<file path="src/rtl/seg7_pkg.sv">
// seg7_pkg: segment constants, FSM state type and hex decoder for seg7_reader
package seg7_pkg;
    localparam logic [6:0] SEG_BLANK = 7'h00;
    localparam logic [6:0] SEG_0 = 7'h3F, SEG_1 = 7'h06, SEG_2 = 7'h5B, SEG_3 = 7'h4F;
    localparam logic [6:0] SEG_4 = 7'h66, SEG_5 = 7'h6D, SEG_6 = 7'h7D, SEG_7 = 7'h07;
    localparam logic [6:0] SEG_8 = 7'h7F, SEG_9 = 7'h6F, SEG_A = 7'h77, SEG_B = 7'h7C;
    localparam logic [6:0] SEG_C = 7'h39, SEG_D = 7'h5E, SEG_E = 7'h79, SEG_F = 7'h71;

    typedef enum logic {SETTLE, STABLE} state_t;

    // Returns {is_hex, digit}; is_hex is 0 for blank and for non-hex patterns.
    function automatic logic [4:0] hex_decode(input logic [6:0] seg);
        case (seg)
            SEG_0: return 5'h10;
            SEG_1: return 5'h11;
            SEG_2: return 5'h12;
            SEG_3: return 5'h13;
            SEG_4: return 5'h14;
            SEG_5: return 5'h15;
            SEG_6: return 5'h16;
            SEG_7: return 5'h17;
            SEG_8: return 5'h18;
            SEG_9: return 5'h19;
            SEG_A: return 5'h1A;
            SEG_B: return 5'h1B;
            SEG_C: return 5'h1C;
            SEG_D: return 5'h1D;
            SEG_E: return 5'h1E;
            SEG_F: return 5'h1F;
            default: return 5'h00;
        endcase
    endfunction
endpackage

</file>
<file path="src/rtl/seg7_fifo.sv">
// seg7_fifo: power-of-two FIFO with occupancy count
//   push/din: write request, dropped when full unless pop in same cycle
//   pop: read request; dout: head (0 when empty); full/empty/count: status
module seg7_fifo import seg7_pkg::*; #(
    parameter int DEPTH = 4,
    parameter int WIDTH = 4
) (
    input  logic                       clk,
    input  logic                       rst,
    input  logic                       push,
    input  logic                       pop,
    input  logic [WIDTH-1:0]           din,
    output logic [WIDTH-1:0]           dout,
    output logic                       full,
    output logic                       empty,
    output logic [$clog2(DEPTH):0]     count
);
    localparam int AW = $clog2(DEPTH);
    localparam int CW = AW + 1;

    logic [WIDTH-1:0] mem [DEPTH];
    logic [AW-1:0] wr_ptr, rd_ptr;
    logic wr_en, rd_en;

    assign full  = count == CW'(DEPTH);
    assign empty = count == '0;
    assign rd_en = pop && !empty;
    // A pop frees the slot in the same cycle, so a push at full still lands.
    assign wr_en = push && (!full || rd_en);
    assign dout  = empty ? '0 : mem[rd_ptr];

    always_ff @(posedge clk)
        if (wr_en) mem[wr_ptr] <= din;

    always_ff @(posedge clk or posedge rst)
        if (rst) begin
            wr_ptr <= '0;
            rd_ptr <= '0;
            count  <= '0;
        end else begin
            wr_ptr <= wr_ptr + AW'(wr_en);
            rd_ptr <= rd_ptr + AW'(rd_en);
            count  <= count + CW'(wr_en) - CW'(rd_en);
        end
endmodule

</file>
<file path="src/rtl/seg7_reader.sv">
// seg7_reader: debounces a seven-segment pattern, decodes hex digits into a FIFO
//   seg_in: async pattern (bit0=a..bit6=g, bit7=dp); digit_o/dp_o/valid_o/ready_i: FIFO head
//   invalid_o/overflow_o: sticky flags, cleared by clear_i
//   SEG7_READER_DP_EN: when defined, dp is compared and stored; otherwise dp_o=0
module seg7_reader import seg7_pkg::*; #(
    parameter int STABLE_CYCLES = 4,
    parameter int DEPTH = 4
) (
    input  logic       clk,
    input  logic       rst,
    input  logic [7:0] seg_in,
    output logic [3:0] digit_o,
    output logic       dp_o,
    output logic       valid_o,
    input  logic       ready_i,
    output logic       invalid_o,
    output logic       overflow_o,
    input  logic       clear_i
);
`ifdef SEG7_READER_DP_EN
    localparam int PW = 8;
    localparam int FW = 5;
`else
    localparam int PW = 7;
    localparam int FW = 4;
`endif
    localparam logic [7:0] SC = 8'(STABLE_CYCLES);

    logic [PW-1:0] s1, s2, cand, last;
    logic [7:0] cnt;
    state_t state;
    logic [4:0] dec;
    logic [FW-1:0] din, dout;
    logic acc, blank, push, pop, full, empty, inv_set, ovf_set;
    logic [$clog2(DEPTH):0] count;
    logic unused;

    assign dec     = hex_decode(cand[6:0]);
    assign blank   = cand[6:0] == SEG_BLANK;
    assign acc     = state == SETTLE && s2 == cand && cnt == SC;
    assign push    = acc && dec[4] && cand != last;
    assign inv_set = acc && !blank && !dec[4];
    assign valid_o = !empty;
    assign pop     = valid_o && ready_i;
    assign ovf_set = push && full && !pop;
    assign digit_o = dout[3:0];
`ifdef SEG7_READER_DP_EN
    assign din    = {cand[7], dec[3:0]};
    assign dp_o   = dout[4];
    assign unused = ^count;
`else
    assign din    = dec[3:0];
    assign dp_o   = 1'b0;
    assign unused = ^{seg_in[7], count};
`endif

    always_ff @(posedge clk or posedge rst)
        if (rst) begin
            s1         <= '0;
            s2         <= '0;
            cand       <= '0;
            last       <= '0;
            cnt        <= '0;
            state      <= SETTLE;
            invalid_o  <= 1'b0;
            overflow_o <= 1'b0;
        end else begin
            s1 <= seg_in[PW-1:0];
            s2 <= s1;
            if (s2 != cand) begin
                state <= SETTLE;
                cand  <= s2;
                cnt   <= 8'd1;
            end else if (state == SETTLE) begin
                if (cnt == SC) state <= STABLE;
                else cnt <= cnt + 8'd1;
            end
            // Blank forgets the last digit so a repeat after a blank is re-emitted.
            if (acc && blank) last <= '0;
            else if (push) last <= cand;
            invalid_o  <= inv_set ? 1'b1 : clear_i ? 1'b0 : invalid_o;
            overflow_o <= ovf_set ? 1'b1 : clear_i ? 1'b0 : overflow_o;
        end

    seg7_fifo #(.DEPTH(DEPTH), .WIDTH(FW)) u_fifo (
        .clk(clk),
        .rst(rst),
        .push(push),
        .pop(pop),
        .din(din),
        .dout(dout),
        .full(full),
        .empty(empty),
        .count(count)
    );
endmodule

</file>
<file path="config.mk">
export PLATFORM = sky130hd
export DESIGN_NAME = seg7_reader
export DESIGN_NICKNAME = d
export VERILOG_FILES = /design/src/rtl/seg7_pkg.sv /design/src/rtl/seg7_fifo.sv /design/src/rtl/seg7_reader.sv
export SDC_FILE = /design/constraint.sdc
export NUM_CORES = 1
export LEC_CHECK = 0
export ABC_CLOCK_PERIOD_IN_PS = 4150
export BUFFER_PORTS_ARGS = -buffer_cell sky130_fd_sc_hd__buf_4
export CORE_ASPECT_RATIO = 1.25
export CORE_UTILIZATION = 25
export CTS_BUF_LIST = sky130_fd_sc_hd__clkbuf_4
export CTS_CLUSTER_DIAMETER = 120
export DETAILED_ROUTE_END_ITERATION = 8
export PLACE_DENSITY = 0.39
export RECOVER_POWER = 25
export SYNTH_ARGS = -nofsm -noshare
export SYNTH_HDL_FRONTEND = slang
export SYNTH_SLANG_ARGS = --single-unit
export TNS_END_PERCENT = 20
</file>
<file path="constraint.sdc">
create_clock -name clk -period 4.15 [get_ports clk]
set_input_delay 0.83 -clock clk [delete_from_list [all_inputs] [get_ports clk]]
set_output_delay 0.83 -clock clk [all_outputs]
set_load 0.02 [all_outputs]
</file>
==> results.cfg <==
[cells_and_area]
finalCoreUtilization_pct = 29.3
diodes = 0
fill_cells = 1144
final_layout_size_suffix_gt1_share_pct = 17.9
area_delta_synth_final_pct = 13.9
nets = 265

[power]
power_frac_comb_pct = 15.6
pwr-share-clk_pct = 33.9
pwr-share-seq_pct = 50.4
vdd_ir_drop_max_mv = 0.167
p_per_area_nw_per_um2 = 440
p_int_uw = 1020
leakagePower_uw = 0.00131
netSwitchingPower_uw = 404
p_sw_share_pct = 28.3

[sta]
max-slew-margin-rel_pct = -18.6
skew_ps = 10.3
period_needed_ps = 3060
fmax_mhz = 327
worst_pin_slew_ps = 1780
drv_slew = 47
rsz0062_at_grt = no
finalHoldViolations = 0
setup_tns_ps = 0
finalSetupViolations = 0
period_share_pct = 73.8

[place]
place.detailed.hpwl_mm = 3.61
port_buffers = 17
place_congestion = 0.737

[synthesis]
synth-edff-count = 16
syn_nets = 250
synth.mux.area_fraction_pct = 5.62
synthArstFlopShare_pct = 74.2
synth_ff_type = dfrtp_1
synth_compound_area_share_pct = 6.15
netlist_area_um2 = 2850
synth_top_family_by_area = simple AND/OR/NAND/NOR gates
synth-seq-cells = 62
synth_simple_gate_area_share_pct = 14.3
synth_xor_area_share_pct = 7.99
ys_warn_count = 0
yosysUniqueCellTypes = 47
synth_seq_area_share_pct = 57.2
syn_avg_cell_area_um2 = 12.3
synth_cells = 231
synthAdderAreaFrac_pct = 3.34

[clock_tree]
path_clk_slew_ps = 120
cts_sinks = 62
clkLatencyLatePin_ps = 400
hold_buffers = 0
cts.repair.resized = 0
cts_buffers = 9
htreeDepth = 3
clockBufferDepth = 2
cts_setup_buffers = 0
root_buffer = clkbuf_4
cts_tree = yes

[drt]
ant_nets = 0
vias_per_cell = 4.34
wl_per_cell_um = 13.3
vias = 1674
wirelength_mm = 5.12
drtIter0Drc = 126
dr.pass1.iters = 4
drcViolationCount = 0

[floorplanning]
dieArea_um2 = 11800
core_area_um2 = 11100
start_util_pct = 25.7
ioPinCount = 20
die_w_um = 97.5
placementRows = 43
die_h_um = 121

[worst_setup_path]
worstSetupEndpoint = u_fifo.count[2]
end_kind = register
setup.worst_path.class = reg2reg
arrival_ps = 3360
path_max_fanout = 13
setup.worst_path.start = cand[4]
r2r_setup_slack_ps = 1090
start_kind = register
crit_required_ps = 4450
worstReg2RegEnd = u_fifo.count[2]
ff2ff_path_depth = 10
rr_startpoint = cand[4]

[outcome]
violations = capacitance limit, slew limit
run_status = complete, but fails checks

[global_routing]
grt_pass1_vias = 1719
grt_max_degree = 47
antenna_found_initial = 0
grt_pass1_wl_mm = 8.76
grt_util_all_layers_pct = 9.64
grt-ovfl-total = 0

[job]
drv_cap = 1

[min_path]
min_path_type = reg2reg
## worst min path at each step
| stage | startpoint | endpoint | cells past startpoint |
|---|---|---|---|
| 2_1_floorplan | s1[0] | s2[0] | 0 |
| 3_3_place_gp | s1[0] | s2[0] | 0 |
| 3_5_place_dp | s1[2] | s2[2] | 0 |
| 4_1_cts | s1[1] | s2[1] | 0 |
| 5_1_grt | s1[1] | s2[1] | 0 |
| 6_report | s1[4] | s2[4] | 0 |
## kinds of logic (layout without fill, tap and decap cells)
| group | Yosys count | count (layout) |
|---|---|---|
| AO/OA/AOI/OAI | 22 | 22 |
| AND/OR/NAND/NOR | 69 | 69 |
| other | 1 | 1 |
| XOR/XNOR | 26 | 26 |
| multiplexers | 11 | 11 |
| buffers and inverters | 33 | 53 |
| adder cells (fa/ha/maj) | 7 | 7 |
| flip-flops | 62 | 62 |
## metal layers
layer	vias to the layer above	global-route usage, %	routed length, um
met2	22	15.9	2590
met3	10	2.42	119
met5	-	0	0
met1	809	11.4	2300
met4	0	5.51	116
li1	833	-	-
## registers in the layout (all words and copies together), names as in the netlist
register,count
cand,7
cnt,8
invalid_o,1
last,7
overflow_o,1
s1,7
s2,7
state,1
u_fifo.count,3
u_fifo.mem,16
u_fifo.rd_ptr,2
u_fifo.wr_ptr,2
## stage by stage
step | total power [uW] | setup WS [ps] | hold WS, ps | instances | cell area, um2
global placement | 961 | 1080 | 332 | 370 | 3080
CTS | 1460 | 1040 | 362 | 386 | 3250
finish | 1430 | 1090 | 360 | 386 | 3250
floorplan | 886 | 1150 | 331 | 231 | 2850
detailed placement | 965 | 1060 | 336 | 370 | 3080
global route | 1500 | 743 | 368 | 386 | 3250
## cells in the final DEF, fill, tap and decap left out, types with 3 or more instances in the layout
master,netlist,routed
nand2_1,11,11
buf_4,2,12
clkbuf_4,0,17
a211oi_1,3,3
dfrtp_1,46,46
nand4_1,4,4
edfxtp_1,16,16
mux2i_1,7,7
ha_1,6,6
xor2_1,15,15
mux4_2,4,4
nor4b_1,4,4
inv_1,17,17
nor2_1,12,12
nor4_1,4,4
nor2b_1,6,6
o21ai_0,5,5
xnor2_1,11,11
a21oi_1,3,3
nor3_1,5,5
and3_1,4,4
nand3_1,6,6
## worst max-delay path, cell delays in order, from the launching register on
cell and delay (ps):
dfrtp_1 670, nand3_1 160, a2111oi_0 550, a211oi_1 240, a211oi_4 260, nor2b_1 220
ha_1 170, inv_1 50, fa_1 370, xnor2_1 140, xnor2_1 120
## synth_stat cells, drive strengths merged (3+ instances only)
cell | count | area (um2)
buf | 7 | 52.5
clkbuf | 9 | 33.8
nor3 | 5 | 25.0
nor2 | 12 | 45.0
nor4 | 4 | 25.0
nand2 | 11 | 41.3
o21ai | 5 | 25.0
edfxtp | 16 | 480
mux4 | 4 | 90.1
nor2b | 6 | 37.5
inv | 17 | 63.8
xor2 | 15 | 131
mux2i | 7 | 70.1
ha | 6 | 75.1
nand3 | 6 | 30.0
xnor2 | 11 | 96.3
nor4b | 4 | 35.0
and3 | 4 | 25.0
dfrtp | 46 | 1150
a211oi | 4 | 42.5
a21oi | 3 | 15.0
nand4 | 4 | 25.0
## cell type report
cell class,instances,area [um2],share of cell area (%)
clock buffers,9,67.6,2.08
repair buffers,20,150,4.62
flip-flops and latches,62,1630,50.3
well taps,135,169,5.20
clock inverters,7,96.3,2.97
multi-input cells,136,1070,32.9
inverters,17,63.8,1.97
## power by group through the flow
stage / sequential, uW / combinational (uW) / clock [uW]
after global placement: 734 / 227 / 0
after CTS: 722 / 231 / 504
after floorplan: 710 / 176 / 0
after global routing: 728 / 249 / 527
after detailed placement: 735 / 230 / 0
final: 720 / 223 / 484
Power figures use the tool's default switching activity.
